[src/rtl/decode_stage.sv]
// decode_stage: registered RV32I/RV64I instruction decoder feeding a 2-entry skid buffer.
// Optional M-extension decode is enabled by defining DECODE_MEXT_EN.
module decode_stage #(
  parameter int XLEN    = 32,
  parameter int COUNT_W = 16
) (
  input  logic               clk,
  input  logic               reset,
  input  logic               in_valid,
  output logic               in_ready,
  input  logic [31:0]        in_instr,
  input  logic [XLEN-1:0]    in_pc,
  output logic               out_valid,
  input  logic               out_ready,
  output logic [XLEN-1:0]    out_pc,
  output logic [5:0]         out_op,
  output logic [XLEN-1:0]    out_imm,
  output logic [4:0]         out_rd,
  output logic [4:0]         out_rs1,
  output logic [4:0]         out_rs2,
  output logic               out_valid_rd,
  output logic               out_valid_rs1,
  output logic               out_valid_rs2,
  output logic               out_valid_imm,
  output logic               out_illegal,
  output logic [COUNT_W-1:0] illegal_count,
  input  logic               flush
);

  typedef enum logic [5:0] {
    OP_LUI, OP_AUIPC, OP_JAL, OP_JALR,
    OP_BEQ, OP_BNE, OP_BLT, OP_BGE, OP_BLTU, OP_BGEU,
    OP_LB, OP_LH, OP_LW, OP_LBU, OP_LHU, OP_SB, OP_SH, OP_SW,
    OP_ADDI, OP_SLTI, OP_SLTIU, OP_XORI, OP_ORI, OP_ANDI, OP_SLLI, OP_SRLI, OP_SRAI,
    OP_ADD, OP_SUB, OP_SLL, OP_SLT, OP_SLTU, OP_XOR, OP_SRL, OP_SRA, OP_OR, OP_AND,
    OP_MUL, OP_MULH, OP_MULHSU, OP_MULHU, OP_DIV, OP_DIVU, OP_REM, OP_REMU,
    OP_ILLEGAL = 6'd63
  } op_e;

  typedef enum logic [2:0] {F_R, F_I, F_S, F_B, F_U, F_J, F_SH} fmt_e;
  typedef enum logic [1:0] {S_EMPTY, S_ONE, S_FULL} state_e;

  typedef struct packed {
    logic [XLEN-1:0] pc;
    logic [5:0]      op;
    logic [XLEN-1:0] imm;
    logic [4:0]      rd, rs1, rs2;
    logic            v_rd, v_rs1, v_rs2, v_imm;
    logic            illegal;
  } entry_t;

  logic [6:0]      w_opc, w_f7;
  logic [2:0]      w_f3;
  logic            w_shamt_ok;
  logic [XLEN-1:0] w_imm_i, w_imm_s, w_imm_b, w_imm_u, w_imm_j, w_imm_sh;
  logic [5:0]      w_op;
  fmt_e            w_fmt;
  entry_t          w_dec;

  assign w_opc = in_instr[6:0];
  assign w_f3  = in_instr[14:12];
  assign w_f7  = in_instr[31:25];
  // On RV32 shamt is 5 bits, so bit 25 set makes a shift-immediate illegal.
  assign w_shamt_ok = (XLEN == 64) || !in_instr[25];

  assign w_imm_i  = XLEN'($signed(in_instr[31:20]));
  assign w_imm_s  = XLEN'($signed({in_instr[31:25], in_instr[11:7]}));
  assign w_imm_b  = XLEN'($signed({in_instr[31], in_instr[7], in_instr[30:25], in_instr[11:8], 1'b0}));
  assign w_imm_u  = XLEN'($signed({in_instr[31:12], 12'b0}));
  assign w_imm_j  = XLEN'($signed({in_instr[31], in_instr[19:12], in_instr[20], in_instr[30:21], 1'b0}));
  assign w_imm_sh = XLEN'(in_instr[25:20]);

  always_comb begin
    w_op  = OP_ILLEGAL;
    w_fmt = F_R;
    case (w_opc)
      7'b0110111: begin w_op = OP_LUI;   w_fmt = F_U; end
      7'b0010111: begin w_op = OP_AUIPC; w_fmt = F_U; end
      7'b1101111: begin w_op = OP_JAL;   w_fmt = F_J; end
      7'b1100111: begin w_fmt = F_I; if (w_f3 == 3'd0) w_op = OP_JALR; end
      7'b1100011: begin
        w_fmt = F_B;
        case (w_f3)
          3'd0: w_op = OP_BEQ;  3'd1: w_op = OP_BNE;
          3'd4: w_op = OP_BLT;  3'd5: w_op = OP_BGE;
          3'd6: w_op = OP_BLTU; 3'd7: w_op = OP_BGEU;
          default: ;
        endcase
      end
      7'b0000011: begin
        w_fmt = F_I;
        case (w_f3)
          3'd0: w_op = OP_LB;  3'd1: w_op = OP_LH; 3'd2: w_op = OP_LW;
          3'd4: w_op = OP_LBU; 3'd5: w_op = OP_LHU;
          default: ;
        endcase
      end
      7'b0100011: begin
        w_fmt = F_S;
        case (w_f3)
          3'd0: w_op = OP_SB; 3'd1: w_op = OP_SH; 3'd2: w_op = OP_SW;
          default: ;
        endcase
      end
      7'b0010011: begin
        w_fmt = F_I;
        case (w_f3)
          3'd0: w_op = OP_ADDI; 3'd2: w_op = OP_SLTI; 3'd3: w_op = OP_SLTIU;
          3'd4: w_op = OP_XORI; 3'd6: w_op = OP_ORI;  3'd7: w_op = OP_ANDI;
          3'd1: begin
            w_fmt = F_SH;
            if (w_shamt_ok && w_f7[6:1] == 6'b000000) w_op = OP_SLLI;
          end
          default: begin
            w_fmt = F_SH;
            if (w_shamt_ok && w_f7[6:1] == 6'b000000) w_op = OP_SRLI;
            else if (w_shamt_ok && w_f7[6:1] == 6'b010000) w_op = OP_SRAI;
          end
        endcase
      end
      7'b0110011: begin
        w_fmt = F_R;
        if (w_f7 == 7'b0000000) begin
          case (w_f3)
            3'd0: w_op = OP_ADD; 3'd1: w_op = OP_SLL; 3'd2: w_op = OP_SLT; 3'd3: w_op = OP_SLTU;
            3'd4: w_op = OP_XOR; 3'd5: w_op = OP_SRL; 3'd6: w_op = OP_OR;  default: w_op = OP_AND;
          endcase
        end else if (w_f7 == 7'b0100000) begin
          if (w_f3 == 3'd0) w_op = OP_SUB;
          else if (w_f3 == 3'd5) w_op = OP_SRA;
        end
`ifdef DECODE_MEXT_EN
        else if (w_f7 == 7'b0000001) w_op = 6'(OP_MUL) + 6'(w_f3);
`endif
      end
      default: ;
    endcase
  end

  // Register indices pass through even for illegal entries; flags and imm stay 0.
  always_comb begin
    w_dec         = '0;
    w_dec.pc      = in_pc;
    w_dec.op      = w_op;
    w_dec.rd      = in_instr[11:7];
    w_dec.rs1     = in_instr[19:15];
    w_dec.rs2     = in_instr[24:20];
    w_dec.illegal = (w_op == OP_ILLEGAL);
    if (!w_dec.illegal) begin
      case (w_fmt)
        F_R:  begin w_dec.v_rd = 1'b1; w_dec.v_rs1 = 1'b1; w_dec.v_rs2 = 1'b1; end
        F_I:  begin w_dec.v_rd = 1'b1; w_dec.v_rs1 = 1'b1; w_dec.v_imm = 1'b1; w_dec.imm = w_imm_i; end
        F_SH: begin w_dec.v_rd = 1'b1; w_dec.v_rs1 = 1'b1; w_dec.v_imm = 1'b1; w_dec.imm = w_imm_sh; end
        F_S:  begin w_dec.v_rs1 = 1'b1; w_dec.v_rs2 = 1'b1; w_dec.v_imm = 1'b1; w_dec.imm = w_imm_s; end
        F_B:  begin w_dec.v_rs1 = 1'b1; w_dec.v_rs2 = 1'b1; w_dec.v_imm = 1'b1; w_dec.imm = w_imm_b; end
        F_U:  begin w_dec.v_rd = 1'b1; w_dec.v_imm = 1'b1; w_dec.imm = w_imm_u; end
        default: begin w_dec.v_rd = 1'b1; w_dec.v_imm = 1'b1; w_dec.imm = w_imm_j; end
      endcase
    end
  end

  state_e       r_state, w_state_nxt;
  entry_t       r_out, r_skid;
  logic         r_in_ready;
  logic [COUNT_W-1:0] r_cnt;
  logic         w_acc, w_drain, w_load_out, w_load_skid, w_skid_to_out;

  assign w_acc   = in_valid && r_in_ready;
  assign w_drain = out_valid && out_ready;

  always_comb begin
    w_state_nxt   = r_state;
    w_load_out    = 1'b0;
    w_load_skid   = 1'b0;
    w_skid_to_out = 1'b0;
    case (r_state)
      S_EMPTY: if (w_acc) begin w_state_nxt = S_ONE; w_load_out = 1'b1; end
      S_ONE: begin
        if (w_acc && w_drain) w_load_out = 1'b1;
        else if (w_acc) begin w_state_nxt = S_FULL; w_load_skid = 1'b1; end
        else if (w_drain) w_state_nxt = S_EMPTY;
      end
      S_FULL: if (w_drain) begin w_state_nxt = S_ONE; w_skid_to_out = 1'b1; end
      default: w_state_nxt = S_EMPTY;
    endcase
    if (flush) begin
      w_state_nxt   = S_EMPTY;
      w_load_out    = 1'b0;
      w_load_skid   = 1'b0;
      w_skid_to_out = 1'b0;
    end
  end

  always_ff @(posedge clk) begin
    if (reset) begin
      r_state    <= S_EMPTY;
      r_in_ready <= 1'b1;
      r_out      <= '0;
      r_skid     <= '0;
      r_cnt      <= '0;
    end else begin
      r_state    <= w_state_nxt;
      r_in_ready <= (w_state_nxt != S_FULL);
      if (w_load_out) r_out <= w_dec;
      else if (w_skid_to_out) r_out <= r_skid;
      if (w_load_skid) r_skid <= w_dec;
      // Counts every accepted illegal instruction, even one dropped by flush.
      if (w_acc && w_dec.illegal && !(&r_cnt)) r_cnt <= r_cnt + 1'b1;
    end
  end

  assign in_ready      = r_in_ready;
  assign out_valid     = (r_state != S_EMPTY);
  assign out_pc        = r_out.pc;
  assign out_op        = r_out.op;
  assign out_imm       = r_out.imm;
  assign out_rd        = r_out.rd;
  assign out_rs1       = r_out.rs1;
  assign out_rs2       = r_out.rs2;
  assign out_valid_rd  = r_out.v_rd;
  assign out_valid_rs1 = r_out.v_rs1;
  assign out_valid_rs2 = r_out.v_rs2;
  assign out_valid_imm = r_out.v_imm;
  assign out_illegal   = r_out.illegal;
  assign illegal_count = r_cnt;

endmodule

[config.mk]
export PLATFORM = sky130hd
export DESIGN_NAME = decode_stage
export DESIGN_NICKNAME = d
export VERILOG_FILES = /design/src/rtl/decode_stage.sv
export SDC_FILE = /design/constraint.sdc
export NUM_CORES = 1
export LEC_CHECK = 0
export ABC_AREA = 1
export ABC_CLOCK_PERIOD_IN_PS = 2400
export BUFFER_PORTS_ARGS = -buffer_cell sky130_fd_sc_hd__buf_2
export CAP_MARGIN = 20
export CORE_MARGIN = 2
export CORE_UTILIZATION = 55
export DETAILED_ROUTE_END_ITERATION = 16
export HOLD_SLACK_MARGIN = 0.05
export PLACE_DENSITY = 0.8
export SYNTH_ARGS = -nofsm -noshare
export SYNTH_HDL_FRONTEND = slang
export SYNTH_SLANG_ARGS = --single-unit
[constraint.sdc]
create_clock -name clk -period 2.4 [get_ports clk]
set_clock_uncertainty 0.1 [all_clocks]
set_input_delay 0.48 -clock clk [delete_from_list [all_inputs] [get_ports clk]]
set_output_delay 0.48 -clock clk [all_outputs]
set_load 0.01 [all_outputs]
# Yosys cells after proc, flatten, opt, wreduce, memory -nomap -nowiden
# Cells that the tools add are included.
[op_classes]
addsub = 1
multipliers = 0
div_mod_pow = 0
order_cmp = 0
eq_ne = 27
shifts = 0
muxes = 42
bitwise = 0
n_reduce_logical = 23
[ops]
columns = ["cell", "n"]
rows = [
  ["32-bit one-hot mux with 6 select lines", 1],
  ["90-bit 2-to-1 mux", 2],
  ["6-bit one-hot mux with 7 select lines", 2],
  ["6-bit one-hot mux with 9 select lines", 1],
  ["6-bit 2-to-1 mux", 7],
  ["6-bit one-hot mux with 6 select lines", 1],
  ["32-bit 2-to-1 mux", 1],
  ["6-bit one-hot mux with 5 select lines", 1],
  ["7-bit by 6-bit equality test with 1-bit output, second input constant", 4],
  ["7-bit equality test, second input constant", 3],
  ["3-bit equality test, second input constant", 6],
  ["3-bit one-hot mux with 6 select lines", 1],
  ["6-bit one-hot mux with 3 select lines", 1],
  ["16-bit by 1-bit adder with 16-bit output, second input constant", 1],
  ["16-bit AND reduction", 1],
  ["7-bit by 5-bit equality test with 1-bit output, second input constant", 2],
  ["1-bit 2-to-1 mux", 13],
  ["3-bit by 2-bit equality test with 1-bit output, second input constant", 4],
  ["2-bit 2-to-1 mux", 6],
  ["7-bit by 2-bit equality test with 1-bit output, second input constant", 1],
  ["1-bit logical AND", 7],
  ["7-bit zero test", 1],
  ["3-bit by 1-bit equality test with 1-bit output, second input constant", 2],
  ["6-bit by 5-bit equality test with 1-bit output, second input constant", 1],
  ["18 further kinds", 23],
]
[totals]
reg_bits = 199
latchBits = 0
mem_bits_rw = 0
rom_bits = 0
in_bits = 69
output_inout_bits = 108
wordCells = 118
memories = 0

# Longest topological paths before layout
[depth]
ltp_word = 9
ltp_mapped = 18
depth_no_buf = 17

# Worst setup path after synthesis
# Ideal clock, no wire load.
[synth_timing]
path_kind = "register -> register"
startpoint = "register r_cnt[0] (netlist: illegal_count[0])"
endpoint = "register r_cnt[6] (netlist: illegal_count[6])"
setup_time_ns = 0.143
arrival_time_ns = 1.948
required_time_ns = 2.157
path_slack_ns = 0.209
path_stages_with_launch = 8
n_path_buf = 1
period_less_slack_ns = 2.191
cell_sequence = "dfxtp_1 > ha_1 > inv_1 > nor4_1 > a41oi_2 > buf_2 > nand3_1 > a21oi_2"
[synth_between]
elab_chain_cells = 3
word_cells_on_any_way = 4
classes_between = "1 x add/sub; 3 x reduce/logical"
[synth_lines]
columns = ["item", "line_no", "rtl"]
rows = [
  ["start: declaration", "165", "logic [COUNT_W-1:0] r_cnt;"],
  ["start signal: assignment", "208", "if (w_acc && w_dec.illegal && !(&r_cnt)) r_cnt <= r_cnt + 1'b1;"],
  ["parallel branches: the longest is 3 deep, another holds 16-bit by 1-bit adder with 16-bit output", "--", ""],
]
# Several ways; the timed one is not identified.
# A chain may end at the register's enable or synchronous reset.

# Worst setup path after layout
# Same ends and word-level chain as after synthesis.

==> key figures <==
Pwr
  • LEAKAGE: 5.226 nW
  • Total power: 7.210 mW
  • Pwr dens: 626.1 mW/mm²
  • Peak supply drop: 0.5255 mV

Routing
  • Vias: 9724
  • DRT iter0 DRCs: 1029
  • Post-DR vias/cell: 5.484
  • DRT Wirelength: 27000 µm
  • Drt wl/cell: 15.23 µm
  • Drt drc: 0
  • TritonRoute pass-1 iters: 7
  • Antenna-violating nets left: 0

Synthesis
  • Syn Area/Cell: 6.971 µm²
  • Post-synth EDFFs: 0
  • Synth warn: 0
  • FF+latch count, synth: 199
  • Top_reg_cell synth: dfxtp_1
  • Synth Net Count: 1417
  • Post-Syn Area: 0.009348 mm²
  • Ys async rst share: 0%
  • Sequential area share after synthesis: 42.62%
  • Syn Inst Count: 1341
  • Post-synthesis cell type count: 42

Die
  • Initial Util: 56.37%
  • Io pins: 177
  • Row count: 47
  • Die height: 134.4 µm
  • Total core area: 0.01658 mm²
  • Die W: 134.4 µm
  • Die ar.: 0.01806 mm²

CTS
  • Clock Latency Late Sink: 430 ps
  • Worst-path clk slew: 70 ps
  • CTS tree: done
  • Setup Fix Bufs, Post-CTS: 0
  • Clk root buf: clkbuf_16
  • H-tree Lvls: 4
  • Hold_buf cts: 0
  • Cts repair resizes: 0
  • Clock buffer count from CTS: 17
  • Clock Sinks: 199
  • Bufs on Longest Clock Path: 2

Placement
  • # port buffers: 176
  • Area after DPL: 0.01089 mm²
  • GP Congestion: 0.9379
  • Detail Placement HPWL: 18700 µm

Final layout
  • Multi-input logic area: 0.004722 mm²
  • Post-Layout Inst Area: 0.01152 mm²
  • Most frequent cells in the layout: nand2_1, dfxtp_1, buf_2
  • Nets@finish: 1614
  • Fillers: 1457
  • Area Overhead vs Synth: 23.20%
  • FF/Latch Area: 0.003984 mm²
  • Final core occ: 69.44%
  • Most common cell after layout, fill and taps aside: nand2_1
  • Layout cells sized above 1: 22.57%

STA
  • Fin crit period: 2204 ps
  • Worst-margin pin slew: 866.5 ps
  • Setup Viol. Count Final: 0
  • Pins Over Slew Limit: 0
  • Max frequency: 453.8 MHz
  • Setup TNS: 0 ps
  • Final Hold Viols: 0
  • Crit share post-route: 91.82%
  • RSZ-0062 raised after global routing: false
  • Max-slew headroom: 42.24%

Worst hold path
  • Worst min path class: input port to flip-flop

Critical path
  • Critical Path RT: 2580 ps
  • Critical Setup Path Class: flip-flop to flip-flop
  • CP Capture Type: flip-flop
  • CP bufs+invs: 2
  • Worst path cell trace: ha_1, inv_1, nor4_1, a41oi_2, buf_4, nand3_1, a21oi_2
  • Crit-path max FO: 9
  • Critical path startpoint category: flip-flop
  • CP arrival: 2390 ps
  • Cell family with most CP delay: simple AND/OR/NAND/NOR gates
  • Crit-path max cell delay: 430 ps
  • Worst path slowest cell: a41oi_2

Run status
  • Status: completed

Global routing
  • Largest net degree at the start of global routing: 74
  • GR Util All Layers: 29.76%
  • First-pass GRT wire length: 43820 µm
  • GRT overflow: 0
  • Antenna violations before repair: 2
  • Vias in the first global route: 8964

Flow run
  • Max-cap violations: 0
[final timing paths]
check	from	endpoint	slack (ps)	depth (start not counted)
setup / recovery	illegal_count[0]$_SDFFE_PP0P_	illegal_count[6]$_SDFFE_PP0P_	200	7
hold / removal	out_ready	r_state[1]$_SDFF_PP0_	170	2
setup reg to reg	illegal_count[0]$_SDFFE_PP0P_	illegal_count[6]$_SDFFE_PP0P_	200	7
hold reg to reg	out_rs1[2]$_SDFFE_PP0P_	out_rs1[2]$_SDFFE_PP0P_	380	2
[report_power, final]
group | switching [mW] | internal, mW | total (mW)
registers | 0.0575 | 3.40 | 3.46
logic | 0.523 | 0.318 | 0.841
clock network | 1.37 | 1.54 | 2.91
[registers in the layout (all words and copies together), names as in the netlist]
name / cells
in_ready: 1
out_imm: 32
out_valid_rd: 1
out_op: 6
out_rs1: 5
out_illegal: 1
out_valid_rs2: 1
r_state: 2
out_pc: 32
r_skid: 90
out_valid_imm: 1
out_rd: 5
illegal_count: 16
out_valid_rs1: 1
out_rs2: 5
[area by class of cell]
cell class | instances | area share [%]
tap | 220 | 2.390
timing repair buffer | 261 | 14.02
sequential | 199 | 34.59
clock buffer | 19 | 3.933
multi-input combinational | 979 | 41.00
inverter | 80 | 2.662
clock inverter | 13 | 1.358
antenna | 2 | 0.04346
[cell usage after synthesis, types with 3 or more instances]
| cell | count | share of area [%] |
|---|---|---|
| nand2_1 | 374 | 15 |
| dfxtp_1 | 199 | 43 |
| nor2_1 | 131 | 5.3 |
| o21ai_0 | 106 | 5.7 |
| nand3_1 | 104 | 5.6 |
| a21oi_1 | 91 | 4.9 |
| inv_1 | 70 | 2.8 |
| clkbuf_1 | 68 | 2.7 |
| a31oi_1 | 50 | 3.3 |
| nand2_2 | 15 | 1.0 |
| o211ai_1 | 15 | 1.2 |
| xor2_1 | 13 | 1.2 |
| a21oi_2 | 11 | 1.0 |
| nand4_1 | 10 | 0.67 |
| nor2_2 | 9 | 0.60 |
| nor3_1 | 9 | 0.48 |
| ha_1 | 7 | 0.94 |
| inv_2 | 7 | 0.28 |
| buf_1 | 5 | 0.20 |
| buf_4 | 5 | 0.40 |
| buf_2 | 4 | 0.21 |
| nor4_1 | 4 | 0.27 |
| a22o_1 | 3 | 0.28 |
| nand3b_1 | 3 | 0.24 |
| nor2_4 | 3 | 0.36 |
| o2111ai_1 | 3 | 0.28 |
| o21bai_1 | 3 | 0.24 |
[metrics by stage]
| step | cells | hold WS (ps) | setup slack, ps |
|---|---|---|---|
| 6_report | 1773 | 174.9 | 196.4 |
| 5_1_grt | 1771 | 175.0 | 9.574 |
| 4_1_cts | 1771 | 160.0 | 240.5 |
| 3_5_place_dp | 1739 | 366.7 | -187.1 |
| 3_3_place_gp | 1739 | 363.5 | -166.0 |
| 2_1_floorplan | 1341 | 361.0 | 208.6 |
[routing by layer]
| metal | share of wire [%] | global-route usage (%) |
|---|---|---|
| met1 | 44 | 41.02 |
| met4 | 2.1 | 9.591 |
| met2 | 46 | 47.31 |
| met3 | 7.6 | 5.593 |
| met5 | 0 | 0 |
[kinds of logic (layout without fill, tap and decap cells)]
group           Yosys count  count (layout)  synth area share, %
other cells               0               2                    0
flops                   199             199                42.62
fa+ha+maj                 7               7               0.9369
simple gates            668             668                30.44
compound gates          290             290                17.67
xor+xnor                 14              14                1.312
buf+inv                 163             373                7.027
[worst register-to-register path, delay by kind of cell (launching register included)]
kind | cells | cell delay, ps
compound gates | 2 | 490
fa+ha+maj | 1 | 220
buf+inv | 2 | 390
flops | 1 | 350
simple gates | 2 | 510
(Power assumes the default switching activity.)
